===== config.mk =====
export PLATFORM = sky130hd
export DESIGN_NAME = hs_sync_fifo
export DESIGN_NICKNAME = d
export VERILOG_FILES = /design/src/rtl/hs_pkg.sv /design/src/rtl/hs_fifo_mem.sv /design/src/rtl/hs_sync_fifo.sv
export SDC_FILE = /design/constraint.sdc
export NUM_CORES = 1
export LEC_CHECK = 0
export BUFFER_PORTS_ARGS = -buffer_cell sky130_fd_sc_hd__buf_2
export CORE_MARGIN = 3
export CORE_UTILIZATION = 35
export CTS_BUF_LIST = sky130_fd_sc_hd__clkbuf_8 sky130_fd_sc_hd__clkbuf_16
export CTS_CLUSTER_SIZE = 25
export DETAILED_ROUTE_END_ITERATION = 16
export PLACE_DENSITY = 0.48
export SLEW_MARGIN = 20
export SYNTH_ARGS = -nofsm -noshare
export SYNTH_HDL_FRONTEND = slang
export SYNTH_SLANG_ARGS = --single-unit

===== constraint.sdc =====
create_clock -name i_clk -period 4.1 [get_ports i_clk]
set_clock_uncertainty 0.15 [all_clocks]
set_input_delay 0.615 -clock i_clk [delete_from_list [all_inputs] [get_ports i_clk]]
set_output_delay 0.615 -clock i_clk [all_outputs]
set_load 0.02 [all_outputs]

===== src/rtl/hs_pkg.sv =====
// Shared constants and helpers for the hs FIFO slice.
package hs_pkg;

    localparam int HS_DATA_WIDTH = 16;

    // Pointer carries one extra bit above the index to tell full from empty.
    function automatic int hs_ptr_width(input int depth);
        return $clog2(depth) + 1;
    endfunction

endpackage


===== src/rtl/hs_fifo_mem.sv =====
// FIFO storage: one synchronous write port, one asynchronous read port, no reset.
module hs_fifo_mem #(
    parameter int DATA_WIDTH = 16,
    parameter int DEPTH      = 8,
    parameter int AW         = $clog2(DEPTH)
) (
    input  logic                  i_clk,
    input  logic                  i_we,
    input  logic [AW-1:0]         i_waddr,
    input  logic [DATA_WIDTH-1:0] i_wdata,
    input  logic [AW-1:0]         i_raddr,
    output logic [DATA_WIDTH-1:0] o_rdata
);

    logic [DATA_WIDTH-1:0] mem_q [DEPTH];

    always_ff @(posedge i_clk) begin
        if (i_we) begin
            mem_q[i_waddr] <= i_wdata;
        end
    end

    assign o_rdata = mem_q[i_raddr];

endmodule


===== src/rtl/hs_sync_fifo.sv =====
// Single-clock first-word fall-through FIFO with valid/ready on both sides,
// almost-full flag and sticky overflow flag.
module hs_sync_fifo
    import hs_pkg::*;
#(
    parameter int DATA_WIDTH  = HS_DATA_WIDTH,
    parameter int DEPTH       = 8,
    parameter int AFULL_LEVEL = 6
) (
    input  logic                            i_clk,
    input  logic                            i_rstn,
    input  logic                            i_valid,
    output logic                            i_ready,
    input  logic [DATA_WIDTH-1:0]           i_wdata,
    output logic                            o_valid,
    input  logic                            o_ready,
    output logic [DATA_WIDTH-1:0]           o_rdata,
    output logic [hs_ptr_width(DEPTH)-1:0]  o_count,
    output logic                            o_afull,
    output logic                            o_ovf
);

    localparam int PW = hs_ptr_width(DEPTH);
    localparam int AW = PW - 1;

    logic [PW-1:0] wptr_q, wptr_d;
    logic [PW-1:0] rptr_q, rptr_d;
    logic          ovf_q,  ovf_d;
    logic          full;
    logic          empty;
    logic          push;
    logic          pop;

    // Status comes only from registered pointers, so i_ready never sees o_ready.
    assign empty   = (wptr_q == rptr_q);
    assign full    = (wptr_q[AW-1:0] == rptr_q[AW-1:0]) && (wptr_q[PW-1] != rptr_q[PW-1]);
    assign o_count = wptr_q - rptr_q;
    assign i_ready = !full;
    assign o_valid = !empty;
    assign o_afull = (o_count >= PW'(AFULL_LEVEL));
    assign o_ovf   = ovf_q;

    assign push = i_valid && i_ready;
    assign pop  = o_valid && o_ready;

    always_comb begin
        wptr_d = wptr_q;
        rptr_d = rptr_q;
        ovf_d  = ovf_q;
        if (push) begin
            wptr_d = wptr_q + PW'(1);
        end
        if (pop) begin
            rptr_d = rptr_q + PW'(1);
        end
        if (i_valid && full) begin
            ovf_d = 1'b1;
        end
    end

    always_ff @(posedge i_clk or negedge i_rstn) begin
        if (!i_rstn) begin
            wptr_q <= '0;
            rptr_q <= '0;
            ovf_q  <= 1'b0;
        end else begin
            wptr_q <= wptr_d;
            rptr_q <= rptr_d;
            ovf_q  <= ovf_d;
        end
    end

    hs_fifo_mem #(
        .DATA_WIDTH (DATA_WIDTH),
        .DEPTH      (DEPTH),
        .AW         (AW)
    ) u_mem (
        .i_clk   (i_clk),
        .i_we    (push),
        .i_waddr (wptr_q[AW-1:0]),
        .i_wdata (i_wdata),
        .i_raddr (rptr_q[AW-1:0]),
        .o_rdata (o_rdata)
    );

endmodule


======== Word level (Yosys, flattened, before mapping) ========
Memory sizes are Yosys's and may differ from the RTL's.
Index checks and enable logic that the tools add are counted.
word-level totals
  latch bits .............................. 0
  logic and storage cells ................. 19
  output and inout bits ................... 24
  memories kept ........................... 1
  bits in registers ....................... 9
  ROM bits ................................ 0
  input bits .............................. 20
  bits in writable memories ............... 128
memory list
  memory       words  width  read ports  clocked after Yosys merged registers in  write ports  line               RTL
  u_mem.mem_q  8      16     1           0                                        1            hs_fifo_mem.sv:15  logic [DATA_WIDTH-1:0] mem_q [DEPTH];
operators by class
  divide/modulo/power cells ............... 0
  $lt $le $gt $ge ......................... 1
  shifts and indexed selects .............. 0
  reduce and logical (&&, ||, !) cells .... 6
  $mul .................................... 0
  equality and inequality tests ........... 3
  $add $sub $neg .......................... 3
  mux-type cells .......................... 2
  bitwise gates (word level) .............. 0
operators with widths
  cell                 count
  $add 4x1->4 const B  2
  $eq 4x4->1           1
  $ge 4x3->1 const B   1
  $logic_and 1x1->1    4
  $sub 4x4->4          1
  $eq 3x3->1           1
  $logic_not 1->1      2
  $mux 1               2
  $ne 1x1->1           1

======== Depth between registers and ports, before layout ========
  word-level depth ........................ 6
  depth in mapped cells ................... 7

======== Cells and area by module ========
From an unflattened synthesis, not the netlist that was laid out.
unflattened totals
  cells, all modules ...................... 251
  area total of the unflattened synthesis .. 5,540.3 um^2
modules (own cells, without submodules)
  module        area each (um^2)  sequential area each (um^2)  cells each  times used
  hs_fifo_mem   4,973.5           3,843.7                      198         1
  hs_sync_fifo  566.8             225.2                        53          1

======== Worst setup path before layout ========
OpenSTA, ideal clock, no wires.
  path kind ............................... register to register
  start ................................... reg rptr_q[2]
  end ..................................... mem u_mem.mem_q[0][0], enable pin
  stages on the path, launching flop included .. 8
  library setup time ...................... 0.430 ns
  slack ................................... 0.387 ns
  arrival time ............................ 3.133 ns
  path through ............................ dfrtp_1 > buf_2 > clkinv_1 > clkbuf_1 > ha_1 > nand3_1 > o21ai_4 > nor4_1
on the way
  word-level cells in the longest chain between the ends .. 6
ends and longest elaborated chain
  element                       line                RTL
  from (decl)                   hs_sync_fifo.sv:27  logic [PW-1:0] rptr_q, rptr_d;
  from (signal assigned)        hs_sync_fifo.sv:68  rptr_q <= rptr_d;
  $eq 3x3->1                    hs_sync_fifo.sv:36  assign full = (wptr_q[AW-1:0] == rptr_q[AW-1:0]) && (wptr_q[PW-1] != rptr_q[PW-1]);
  $logic_and 1x1->1             hs_sync_fifo.sv:36
  $logic_not 1->1               hs_sync_fifo.sv:38  assign i_ready = !full;
  $logic_and 1x1->1             hs_sync_fifo.sv:43  assign push = i_valid && i_ready;
  $mux 1                        hs_fifo_mem.sv:18   if (i_we) begin
  $mux 1 (not written as such)  hs_fifo_mem.sv:19   mem_q[i_waddr] <= i_wdata;
  to (decl)                     hs_fifo_mem.sv:15
No other way between the ends.

======== Final worst setup path ========
  start ................................... reg rptr_q[0]
  end ..................................... out o_rdata[3]
on the way
  word-level cells in the longest chain between the ends .. 1
ends and longest elaborated chain
  element       line                RTL
  $mem_v2 8x16  -
  to (decl)     hs_sync_fifo.sv:17  output logic [DATA_WIDTH-1:0] o_rdata,
No other way between the ends.

==> run_results.csv <==
group,metric,value,unit
cells_and_area,layout.nets,371,
setup_path,crit_top_cell,"nand2_1",
clock_tree,cts_setup_buffers,0,
routing,num_vias,2662,
routing,avgViaCountPerCell,4.911,
setup_path,worst_setup_path_end_kind,"output pin",
synth,yosysWarnings,0,
clock_tree,clk_latency,0.41,ns
setup_path,cp_cell_sequence,"buf_4 > mux4_2 > nand2_1 > nand2_1 > buf_2",
global_route,grt_pass1_wl,16.76,mm
floorplan,die_h,130.8,um
floorplan,coreArea,14860,um2
synth,ys_seq_area_share,74.66,%
setup_path,worst-path-max-fanout,28,
routing,wl_met2,5.133,mm
synth,async_flop_share,6.569,%
power,power,0.005366,W
placed_design,routabilityCongestion,0.7198,
sta,slew_headroom,62.11,%
sta,slew_viol_final,0,
sta,finalHoldViolations,0,
placed_design,hpwl,6.167,mm
routing,routedWlPerCell,19.77,um
setup_path,cp_data_required_time,3.34,ns
synth,netlist_area,5450,um2
global_route,grt_max_degree,37,
global_route,gr-total-overflow,0,
cells_and_area,layout-drive-gt1-share,36.59,%
synth,synthCells,282,
status,status,"completed",
clock_tree,cts_buffers,17,
clock_tree,cts.sinks,137,
setup_path,path_class,"reg2out",
power,power_density,817.9,nW/um2
setup_path,critPathSlowestCell,"mux4_2",
cells_and_area,num_antenna_cells,0,
routing,top_layer_used,"met4",
floorplan,die_w,130.8,um
cells_and_area,area_delta_synth_final,20.39,%
sta,fin_crit,3.207,ns
synth,yosys_most_used_dff,"edfxtp_1",
clock_tree,cts_buffer_depth,2,
sta,tns,0,ns
sta,rsz0062_at_grt,"false",
setup_path,crit_buf_inv,2,
global_route,grt_pass1_vias,2791,
synth,yosysMostFrequentCell,"edfxtp_1",
synth,yosysTopAreaCell,"edfxtp_1",
sta,finalSetupViolCount,0,
synth,synth_top_area_share,70.52,%
synth,syn_avg_cell_area,19.33,um2
cells_and_area,multiInputGateArea,1315,um2
routing,dr_wl_met3,432,um
routing,detail-route-antenna-nets,0,
setup_path,cp_slowest_stage_delay,0.57,ns
sta,fmax,311.8,MHz
sta,fin_crit_sh,78.22,%
setup_path,crit_family,"buffers and inverters",
synth,syn_nets,308,
cells_and_area,regArea,4070,um2
hold_path,hold_class,"reg2reg",
synth,synthDistinctLibCells,32,
floorplan,io_pins,44,
setup_path,arrival,2.44,ns
clock_tree,cts_resized,0,
clock_tree,cts_root_buf,"clkbuf_16",
global_route,antenna_found_initial,0,
floorplan,initial_core_util,36.67,%
routing,wl_met1,5.034,mm
setup_path,critPathLaunchType,"register",
routing,dr.pass1.iters,4,
power,ir_drop,0.5175,mV
cells_and_area,nFillCells,1312,
synth,synth_common_cells,"edfxtp_1 (128), nand2_1 (53), mux4_2 (32)",
clock_tree,clk_pin_slew,0.06,ns
run,cap_viol_max_count,0,
routing,drt_iter0_drc,198,
clock_tree,htreeDepth,4,
power,p_leak,2.315,nW
floorplan,dieArea,17110,um2
floorplan,rows,44,
clock_tree,cts_tree,"built",
routing,drc_errors,0,
synth,synth_edf_count,128,
global_route,grt_usage,13.91,%
synth,netlist_top_cells_area,"edfxtp_1 (71%), mux4_2 (13%), dfrtp_1 (4.1%)",
sta,worst_slew_pin_slew,0.5683,ns
placed_design,portBuffers,43,
synth,ys_ff_latch,137,
routing,wl,10.72,mm
## cells by family after synthesis
group / share of synthesized area [%]
DFF: 74.66
and+or+nand+nor: 5.073
muxes: 13.71
buffers and inverters: 1.836
AOI/OAI and AO/OA: 1.492
xor gates and xnor gates: 1.722
adders and majority gates: 1.515
## routing by layer
metal | up-vias | GRT usage, %
li1 | 1231 | -
met1 | 1366 | 19.18
met2 | 54 | 21.19
met3 | 11 | 4.024
met4 | 0 | 5.082
met5 | - | 0
## flip-flops by register name, indices dropped and copies added (netlist names)
signal,count
wptr_q,4
u_mem.mem_q,128
o_ovf,1
rptr_q,4
## timing repair
| item | in CTS | in global routing |
|---|---|---|
| hold endpoints to repair | 9 | 0 |
| endpoints found under the setup margin | 0 | 0 |
| hold buffers | 1 | 0 |
## worst register-to-register path, delay by kind of cell, from the launching register on
kind                     cells  cell delay, ns
AO/OA/AOI/OAI                1            0.22
AND/OR/NAND/NOR              2            0.76
flip-flops                   1            0.51
buffers and inverters        2            0.46
adder cells (fa/ha/maj)      1            0.35
## layout make-up
type,instances,area share [%]
Timing Repair Buffer,56,4.805
Sequential cell,137,62.03
Multi-Input combinational cell,127,20.04
Clock buffer,17,6.484
Inverter,6,0.3432
Clock inverter,15,2.784
Tap cell,184,3.509
## path summary, 6_finish.rpt
path / start / endpoint / slack, ns / cells past startpoint
min: o_ovf$_DFFE_PN0P_ / o_ovf$_DFFE_PN0P_ / 0.31 / 1
max in group asynchronous: i_rstn / rptr_q[0]$_DFFE_PN0P_ / 3.13 / 2
max reg2reg: wptr_q[0]$_DFFE_PN0P_ / u_mem.mem_q[6][10]$_DFFE_PP_ / 1.35 / 6
max: rptr_q[0]$_DFFE_PN0P_ / o_rdata[3] / 0.89 / 5
min reg2reg: o_ovf$_DFFE_PN0P_ / o_ovf$_DFFE_PN0P_ / 0.31 / 1
min in group asynchronous: i_rstn / o_ovf$_DFFE_PN0P_ / 0.45 / 2
## power breakdown
group | switching (W) | internal, W
clock | 0.000541 | 0.00101
combinational | 0.00115 | 0.000754
sequential | 0.000128 | 0.00179
total | 0.00182 | 0.00355
## cells in the final DEF, fill, tap and decap left out, types with 2 or more instances in the layout
cell type and count:
xnor2_1 5, o211ai_1 3, bufinv_16 4, mux4_2 32, clkinvlp_4 3, buf_2 43, dfrtp_1 8, inv_1 6
nand2_1 53, edfxtp_1 128, clkinv_2 4, nor2_1 2, xor2_1 2, clkinv_1 3, nor4_2 2, buf_4 12
ha_1 5, clkbuf_16 17, nand4_1 2, nor3_2 3, a21oi_1 3
## per-stage QoR
step / util (%) / instances / hold slack [ns] / worst slack, ns / cell area, um2
3_3_place_gp: 39.98 / 509 / 0.2945 / 1.253 / 5943
4_1_cts: 44.14 / 542 / 0.3036 / 0.7828 / 6561
6_report: 44.14 / 542 / 0.3113 / 0.8928 / 6561
5_1_grt: 44.14 / 542 / 0.3086 / 0.6537 / 6561
3_5_place_dp: 39.98 / 509 / 0.3040 / 1.247 / 5943
2_1_floorplan: - / 282 / 0.1694 / 0.3866 / 5450
Note: power is estimated with default switching activity, not from simulation.
